--- src/rtl/i2c_target.sv ---
// I2C target responder: exposes a byte-addressed register space through a
// write-strobe / read-address port, driving SDA only through an open-drain enable.
module i2c_target #(
  parameter logic [6:0] DEV_ADDR = 7'h42,
  parameter int         PTR_W    = 8
) (
  input  logic             CLK,
  input  logic             reset,
  input  logic             scl_in,
  input  logic             sda_in,
  output logic             sda_oe,
  output logic             wr_valid,
  output logic [PTR_W-1:0] wr_addr,
  output logic [7:0]       wr_data,
  output logic [PTR_W-1:0] rd_addr,
  input  logic [7:0]       rd_data,
  output logic             busy
);

  typedef enum logic [3:0] {
    ST_IDLE, ST_ADDR, ST_ADDR_ACK, ST_PTR, ST_WACK, ST_WDATA, ST_RDATA, ST_RDATA_ACK
  } state_t;

  localparam logic [PTR_W-1:0] PTR_INC = PTR_W'(1);

  logic scl_s1_q, scl_s2_q, scl_prev_q;
  logic sda_s1_q, sda_s2_q, sda_prev_q;

  state_t             state_q, state_d;
  logic [3:0]         cnt_q, cnt_d;
  logic [7:0]         sr_q, sr_d;
  logic [PTR_W-1:0]   ptr_q, ptr_d;
  logic               sda_oe_q, sda_oe_d;
  logic               busy_q, busy_d;
  logic               wr_valid_q, wr_valid_d;
  logic [PTR_W-1:0]   wr_addr_q, wr_addr_d;
  logic [7:0]         wr_data_q, wr_data_d;
  logic               rw_q, rw_d;
  logic               ack_q, ack_d;

  logic       scl_rise_s, scl_fall_s, scl_high_s, start_s, stop_s;
  logic [7:0] byte_s;

  // Pin synchronizers plus previous-value registers; idle bus is high.
  always_ff @(posedge CLK) begin
    if (reset) begin
      scl_s1_q <= 1'b1; scl_s2_q <= 1'b1; scl_prev_q <= 1'b1;
      sda_s1_q <= 1'b1; sda_s2_q <= 1'b1; sda_prev_q <= 1'b1;
    end else begin
      scl_s1_q <= scl_in; scl_s2_q <= scl_s1_q; scl_prev_q <= scl_s2_q;
      sda_s1_q <= sda_in; sda_s2_q <= sda_s1_q; sda_prev_q <= sda_s2_q;
    end
  end

  // START/STOP need SCL steady high across both samples, so a simultaneous
  // SCL and SDA change is treated as an ordinary data transition.
  assign scl_rise_s = scl_s2_q & ~scl_prev_q;
  assign scl_fall_s = ~scl_s2_q & scl_prev_q;
  assign scl_high_s = scl_s2_q & scl_prev_q;
  assign start_s    = scl_high_s & ~sda_s2_q & sda_prev_q;
  assign stop_s     = scl_high_s & sda_s2_q & ~sda_prev_q;
  assign byte_s     = {sr_q[6:0], sda_s2_q};

  // Protocol state machine: next-state and next-output logic.
  always_comb begin
    state_d    = state_q;
    cnt_d      = cnt_q;
    sr_d       = sr_q;
    ptr_d      = wr_valid_q ? (ptr_q + PTR_INC) : ptr_q;
    sda_oe_d   = sda_oe_q;
    busy_d     = busy_q;
    wr_valid_d = 1'b0;
    wr_addr_d  = wr_addr_q;
    wr_data_d  = wr_data_q;
    rw_d       = rw_q;
    ack_d      = ack_q;
    if (stop_s) begin
      state_d  = ST_IDLE;
      sda_oe_d = 1'b0;
      busy_d   = 1'b0;
    end else if (start_s) begin
      state_d  = ST_ADDR;
      cnt_d    = 4'd0;
      sda_oe_d = 1'b0;
      busy_d   = 1'b0;
    end else begin
      case (state_q)
        ST_IDLE: begin
          state_d = ST_IDLE;
        end
        ST_ADDR: begin
          if (scl_rise_s && (cnt_q < 4'd8)) begin
            sr_d  = byte_s;
            cnt_d = cnt_q + 4'd1;
          end else if (scl_fall_s && (cnt_q == 4'd8)) begin
            if (sr_q[7:1] == DEV_ADDR) begin
              sda_oe_d = 1'b1;
              busy_d   = 1'b1;
              rw_d     = sr_q[0];
              state_d  = ST_ADDR_ACK;
            end else begin
              state_d = ST_IDLE;
            end
          end else begin
            cnt_d = cnt_q;
          end
        end
        ST_ADDR_ACK: begin
          if (scl_fall_s) begin
            cnt_d = 4'd0;
            if (rw_q) begin
              sr_d     = rd_data;
              ptr_d    = ptr_q + PTR_INC;
              sda_oe_d = ~rd_data[7];
              state_d  = ST_RDATA;
            end else begin
              sda_oe_d = 1'b0;
              state_d  = ST_PTR;
            end
          end else begin
            cnt_d = cnt_q;
          end
        end
        ST_PTR, ST_WDATA: begin
          if (scl_rise_s && (cnt_q < 4'd8)) begin
            sr_d  = byte_s;
            cnt_d = cnt_q + 4'd1;
            if (cnt_q != 4'd7) begin
              wr_valid_d = 1'b0;
            end else if (state_q == ST_PTR) begin
              ptr_d = PTR_W'(byte_s);
            end else begin
              wr_valid_d = 1'b1;
              wr_addr_d  = ptr_q;
              wr_data_d  = byte_s;
            end
          end else if (scl_fall_s && (cnt_q == 4'd8)) begin
            sda_oe_d = 1'b1;
            state_d  = ST_WACK;
          end else begin
            cnt_d = cnt_q;
          end
        end
        ST_WACK: begin
          if (scl_fall_s) begin
            sda_oe_d = 1'b0;
            cnt_d    = 4'd0;
            state_d  = ST_WDATA;
          end else begin
            cnt_d = cnt_q;
          end
        end
        ST_RDATA: begin
          if (scl_rise_s && (cnt_q < 4'd8)) begin
            cnt_d = cnt_q + 4'd1;
          end else if (scl_fall_s) begin
            if (cnt_q == 4'd8) begin
              sda_oe_d = 1'b0;
              state_d  = ST_RDATA_ACK;
            end else begin
              sda_oe_d = ~sr_q[6];
              sr_d     = {sr_q[6:0], 1'b0};
            end
          end else begin
            cnt_d = cnt_q;
          end
        end
        ST_RDATA_ACK: begin
          if (scl_rise_s) begin
            ack_d = ~sda_s2_q;
          end else if (scl_fall_s) begin
            if (ack_q) begin
              sr_d     = rd_data;
              ptr_d    = ptr_q + PTR_INC;
              sda_oe_d = ~rd_data[7];
              cnt_d    = 4'd0;
              state_d  = ST_RDATA;
            end else begin
              state_d = ST_IDLE;
            end
          end else begin
            ack_d = ack_q;
          end
        end
        default: begin
          state_d  = ST_IDLE;
          sda_oe_d = 1'b0;
        end
      endcase
    end
  end

  // State and output registers.
  always_ff @(posedge CLK) begin
    if (reset) begin
      state_q    <= ST_IDLE;
      cnt_q      <= 4'd0;
      sr_q       <= 8'd0;
      ptr_q      <= '0;
      sda_oe_q   <= 1'b0;
      busy_q     <= 1'b0;
      wr_valid_q <= 1'b0;
      wr_addr_q  <= '0;
      wr_data_q  <= 8'd0;
      rw_q       <= 1'b0;
      ack_q      <= 1'b0;
    end else begin
      state_q    <= state_d;
      cnt_q      <= cnt_d;
      sr_q       <= sr_d;
      ptr_q      <= ptr_d;
      sda_oe_q   <= sda_oe_d;
      busy_q     <= busy_d;
      wr_valid_q <= wr_valid_d;
      wr_addr_q  <= wr_addr_d;
      wr_data_q  <= wr_data_d;
      rw_q       <= rw_d;
      ack_q      <= ack_d;
    end
  end

  assign sda_oe   = sda_oe_q;
  assign busy     = busy_q;
  assign wr_valid = wr_valid_q;
  assign wr_addr  = wr_addr_q;
  assign wr_data  = wr_data_q;
  assign rd_addr  = ptr_q;

endmodule

--- config.mk ---
export PLATFORM = sky130hd
export DESIGN_NAME = i2c_target
export DESIGN_NICKNAME = d
export VERILOG_FILES = /design/src/rtl/i2c_target.sv
export SDC_FILE = /design/constraint.sdc
export NUM_CORES = 1
export LEC_CHECK = 0
export CORE_ASPECT_RATIO = 1.2
export CORE_MARGIN = 3
export CORE_UTILIZATION = 40
export CTS_CLUSTER_SIZE = 30
export DETAILED_ROUTE_END_ITERATION = 10
export GPL_TIMING_DRIVEN = 1
export PLACE_DENSITY_LB_ADDON = 0.12
export RECOVER_POWER = 50
export SYNTH_ARGS = -nofsm -noshare
export SYNTH_HDL_FRONTEND = slang
export SYNTH_SLANG_ARGS = --single-unit
--- constraint.sdc ---
create_clock -name CLK -period 2.5 [get_ports CLK]
set_input_delay 0.25 -clock CLK [delete_from_list [all_inputs] [get_ports CLK]]
set_output_delay 0.25 -clock CLK [all_outputs]
set_load 0.02 [all_outputs]
==> impl_results.md, run 1 <==
* Synth Area in Compound Gates at 16.4%
* Critical Path End Type: flip-flop
* Vias in the first global route at 2279
* Cell Area, Synth at 2770 um^2
* Mapped Nets at 321
* CP required at 2.72 ns
* CTS tree: done
* # setup viols final at 0
* CP max stage cell: o311ai_2
* Clock root cell: clkbuf_8
* Mapped Cells at 306
* Post-synth top area share at 36.2%
* Gp weighted congestion at 0.841
* H-Tree Depth at 2
* Drt via density at 5.54
* Post-synthesis xor/xnor area fraction at 5.75%
* Seq cells post-synth at 50
* Port bufs at 38
* HP Class: flip-flop to flip-flop
* Post-DP HPWL at 4890 um
* R2R Path End: sr_q[0]
* CP Launch Type: flip-flop
* Ys flop type: dfxtp_1
* Cell accounting for the most synthesized area: dfxtp_1
* First-pass GRT wire length at 11700 um
* CP endpoint: sr_q[0]
* Die extent in y at 97.1 um
* Drt pass-1 iters at 4
* PnR Total Power at 1.43 mW
* Post-synth EDFFs at 0
* Die width at 81.9 um
* Placed Instance Area at 3180 um^2
* DR DRC count at 0
* Reg2Reg Depth at 4
* Initial antenna violation count at 0
* CTS Hold Bufs at 0
* Setup crit start: state_q[0]
* Core Region at 6570 um^2
* Worst slew margin at 44.2%
* Max Freq at 0.478 GHz
* Wire per inst at 16.2 um
* Yosys cell types at 59
* Overall Global Routing Usage at 18.7%
* PwrDens at 439 nW/um^2
* Final hold viol count at 0
* Post-CTS Setup Bufs at 0
* Via count at 2360
* Ant diodes at 0
* Area grow syn2layout at 18.1%
* Worst-case vdd ir drop at 0.268 mV
* Worst-path clk slew at 0.11 ns
* Max Cap Viol at 0
* Final slew viol count at 0
* Worst EP arrival at 2.31 ns
* Grt ovf at 0
* CTS Sinks at 50
* Post-route cell area at 3260 um^2
* WS Path Type: flip-flop to flip-flop
* Fraction of the cycle the final worst path needs at 83.6%
* Worst skew pair latency at 0.32 ns
* Share of cells above drive strength 1 at 11.4%
* Post-CTS resize count at 0
* Yosys warnings at 0
* Cell Rows at 32
* Clock Skew at 0.0109 ns
* Syn Area/Cell at 9.04 um^2
* Reg2reg start: state_q[0]
* Die ar. at 7950 um^2
* Leading cell type in the layout, fill and taps excluded: dfxtp_1
* # IOs at 39
* Final Util at 49.7%
* Mux contribution to synthesized area at 10.3%
* Commonest cells after routing, fill and taps aside: dfxtp_1 (50), nor2_1 (37), dlygate4sd3_1 (28)
* RSZ-0062 raised after global routing: no
* Worst Max-Slew Pin Slew at 0.835 ns
* Simple-gate share of the synthesized area at 22.6%
* CP max FO at 15
* Synth top area cells: dfxtp_1 (36%), mux2i_1 (9.0%), nor2_1 (5.0%)
* Register area share after synthesis at 36.2%
* R2R Setup Slk at 0.41 ns
* Setup TNS at 0 ns
* Antenna Nets Post-Route at 0
* Outcome: complete, no violations
* Starting density of the core at 42.1%
* Drt total wl at 6920 um
* Leakage at 1.26 nW
* Final min period at 2.09 ns
* Final #Nets at 355
* Post-Synth Adder-Cell Area at 2.08%
* Max clock buf depth at 2
* Critical path, cell by cell: inv_1 > o311ai_2 > nor2_1 > o211a_1
* Largest net degree at the start of global routing at 19
* DRT iter0 DRCs at 218
* Largest family of logic cells by synthesized area: simple AND/OR/NAND/NOR gates
* FFs w/ async S/R, synth at 0%
* CTS buffer count at 5
* Critical path's largest stage delay at 0.76 ns
-- where the power goes --
group	switching [mW]	total, mW	internal [mW]	leakage, nW
sequential	0.00964	0.811	0.801	0.404
combinational	0.0562	0.104	0.0475	0.807
clock	0.309	0.519	0.210	0.0506
total	0.375	1.43	1.06	1.26
-- cell families after synthesis --
kind of cell    Yosys count
simple gates            114
xor+xnor                 16
mux                      28
fa+ha+maj                 5
flops                    50
buf+inv                  31
compound gates           62
-- registers in the layout, summed over array words and instances, names as in the netlist, 3 cells and up --
name and cells:
cnt_q 4, rd_addr 8, sr_q 8, state_q 3, wr_addr 8, wr_data 8
-- Yosys cell counts, types with 3 or more instances --
cell	count
a211oi_1	3
a21oi_1	13
a222oi_1	7
buf_2	6
buf_6	8
clkbuf_1	7
dfxtp_1	50
ha_1	3
inv_1	8
mux2_2	3
mux2i_1	25
nand2_1	15
nand3_1	10
nand3b_1	5
nand4_1	4
nor2_1	37
nor2b_1	3
nor3_1	6
nor3b_1	4
nor4_1	3
o21ai_0	16
o221ai_2	3
or2_2	6
or3_1	8
xnor2_1	6
xor2_1	9
-- worst max-delay path: cells and delay by family (launching register included) --
kind / cells / cell delay (ns)
DFF: 1 / 0.66
and+or+nand+nor: 1 / 0.15
buffers and inverters: 1 / 0.18
AOI/OAI and AO/OA: 2 / 1.00
-- through the flow --
stage                     setup WS, ns  instances  hold WS, ns
final                            0.410        426        0.417
after global routing             0.203        426        0.433
after CTS                        0.395        426        0.418
after detailed placement         0.404        418        0.393
after global placement           0.444        418        0.391
after floorplan                  0.768        306        0.354
-- worst min path at each step --
| stage | from | end | cells past startpoint |
|---|---|---|---|
| floorplan | scl_in | scl_s1_q | 1 |
| global placement | sda_s1_q | sda_s2_q | 1 |
| detailed placement | sda_s1_q | sda_s2_q | 1 |
| CTS | sda_s1_q | sda_s2_q | 1 |
| global route | sda_s1_q | sda_s2_q | 1 |
| finish | sda_s1_q | sda_s2_q | 1 |
-- area by class of cell --
class                      count  area (um^2)
clock buffer                   5         68.8
clock inverter                 3         28.8
fill                         630         3300
inverter                       9         33.8
multi-input combinational    225         1570
sequential                    50         1000
tap                           85          106
timing repair buffer          49          459
-- routing by layer --
layer / track usage, % / vias to the layer above / wire (um)
met5: 0 / - / 0
met4: 5.37 / 0 / 109
met3: 3.15 / 8 / 239
met2: 30.1 / 53 / 3490
met1: 25.2 / 1134 / 3090
li1: - / 1165 / -
Note: power is estimated with default switching activity, not from simulation.
==> run 2, diff against run 1 <==
==> constraint.sdc (replaced) <==
create_clock -name CLK -period 1.8 [get_ports CLK]
set_input_delay 0.18 -clock CLK [delete_from_list [all_inputs] [get_ports CLK]]
set_output_delay 0.18 -clock CLK [all_outputs]
set_load 0.02 [all_outputs]
==> run 2 against run 1 <==
- routed wire length grew 14%
- final cell count up 12%
- register-to-register slack got worse by 0.40 ns
- critical path type unchanged
==> impl_results.md, run 2 (same netlist as run 1, synthesis figures left out) <==
* Gp weighted congestion at 0.891
* Reg2reg start: state_q[1]
* Max Cap Viol at 0
* CTS Sinks at 50
* Clock root cell: clkbuf_8
* HP Class: flip-flop to flip-flop
* Final slew viol count at 0
* R2R Setup Slk at 0.01 ns
* Sw Pwr at 0.520 mW
* Clock Power Share at 38.1%
* Sw frac at 24.1%
* Hold slack at 0.417 ns
* Placed Instance Area at 3500 um^2
* RSZ-0062 raised after global routing: yes
* Combinational share of power at 10.2%
* Critical path's largest stage delay at 0.47 ns
* Most common cell on crit path: buf_6
* Die width at 81.9 um
* Cell Int Power at 1.64 mW
* Hold Path End: sda_s2_q
* Post-route cell area at 3870 um^2
* Worst slew margin at 64.6%
* Worst Max-Slew Pin Slew at 0.531 ns
* Overall Global Routing Usage at 20.9%
* Worst-path clk slew at 0.09 ns
* Final #Nets at 408
* Setup TNS at 0 ns
* # IOs at 39
* Wire per inst at 16.5 um
* Die ar. at 7950 um^2
* CP Launch Type: flip-flop
* # setup viols final at 0
* Final hold viol count at 0
* Drt total wl at 7880 um
* Share of cells above drive strength 1 at 29.7%
* Worst EP arrival at 2.01 ns
* Critical Path End Type: flip-flop
* Fraction of the cycle the final worst path needs at 99.3%
* Outcome: complete, no violations
* Starting density of the core at 42.1%
* Placed Instances at 459
* Reg2Reg Depth at 7
* DRT iter0 DRCs at 181
* Fillcell total at 618
* CTS buffer count at 5
* CP max stage cell: or4_1
* CP max FO at 7
* Die extent in y at 97.1 um
* R2R Path End: sr_q[6]
* Port bufs at 38
* Via count at 2633
* Hold Path Depth at 1
* Area grow syn2layout at 40.0%
* Critical path, cell by cell: buf_6 > and2_4 > xnor2_4 > buf_6 > mux2i_1 > or4_1 > o31ai_1
* CTS Hold Bufs at 0
* Worst-case vdd ir drop at 0.378 mV
* First-pass GRT wire length at 13200 um
* Post-DP HPWL at 5520 um
* Sequential Area at 1020 um^2
* Vias in the first global route at 2637
* Grt ovf at 0
* Hold Startpoint: sda_s1_q
* Initial antenna violation count at 0
* DR DRC count at 0
* Leakage at 1.57 nW
* Final min period at 1.79 ns
* Max clock buf depth at 2
* Ant diodes at 0
* Antenna Nets Post-Route at 0
* Core Region at 6570 um^2
* CTS tree: done
* H-Tree Depth at 2
* Drt via density at 5.50
* Commonest cells after routing, fill and taps aside: buf_4 (54), dfxtp_1 (40), nor2_1 (37)
* PwrDens at 558 nW/um^2
* Final std cells w/o fill at 479
* Leading cell type in the layout, fill and taps excluded: buf_4
* Worst skew pair latency at 0.31 ns
* PnR Total Power at 2.16 mW
* CP required at 2.02 ns
* Multi-input combinational cell area at 1710 um^2
* Largest net degree at the start of global routing at 18
* Pre-CTS WS at -0.120 ns
* Max Freq at 0.559 GHz
* Seq pwr share at 51.7%
* Final worst setup slack at 0.0121 ns
* Clock Skew at 0.00860 ns
* Cell Rows at 32
* Drt pass-1 iters at 6
* Final Util at 58.9%
* WS Path Type: flip-flop to flip-flop
run 2: changes by cell type in the layout (fill, tap and decap cells not counted), moves of 4 or more:
cell	change
dfxtp_4	+4
dfxtp_2	+6
buf_4	+44
dfxtp_1	-10
buf_6	+7
run 2: final cells by class:
| cell class | count | area share, % |
|---|---|---|
| Tap cell | 85 | 2.75 |
| Clock inverter | 3 | 1.13 |
| Timing Repair Buffer | 101 | 23.0 |
| Inverter | 9 | 0.873 |
| Sequential cell | 50 | 26.4 |
| Multi-Input combinational cell | 226 | 44.1 |
| Clock buffer | 5 | 1.78 |
run 2: worst max-delay path by stage:
| stage | start | to | slack, ns | cells after the start |
|---|---|---|---|---|
| after floorplan | cnt_q[0] | sr_q[1] | 0.07 | 8 |
| after global placement | cnt_q[0] | sr_q[6] | -0.08 | 8 |
| after detailed placement | scl_prev_q | sr_q[6] | -0.12 | 6 |
| after CTS | sda_prev_q | sr_q[6] | 0.006 | 6 |
| after global routing | state_q[1] | sr_q[2] | -0.08 | 8 |
| final | state_q[1] | sr_q[6] | 0.01 | 7 |
run 2: routing by layer:
layer	GRT usage (%)	up-vias	wire [um]
met5	0	-	0
met3	3.43	13	267
met4	6.52	0	182
met1	26.5	1276	3370
met2	35.3	67	4060
li1	-	1277	-
run 2: power by group through the flow:
stage               combinational (mW)  clock (mW)  sequential [mW]
finish                           0.219       0.823             1.12
floorplan                        0.110           0             1.14
CTS                              0.203       0.841             1.12
detailed placement               0.178           0             1.14
global placement                 0.178           0             1.14
global route                     0.237       0.875             1.12
run 2: timing repair:
item                                    4_1_cts  5_1_grt
endpoints found under the setup margin       19       29
pin swaps                                     6        9
gates resized for setup                      19       27
gates cloned                                  2        0
buffers inserted                              9        3
run 2: critical path, delay by kind of cell (launching register included):
kind	cells	cell delay (ns)
AND/OR/NAND/NOR	2	0.66
flip-flops	1	0.38
buffers and inverters	2	0.29
XOR/XNOR	1	0.19
AO/OA/AOI/OAI	1	0.09
multiplexers	1	0.08
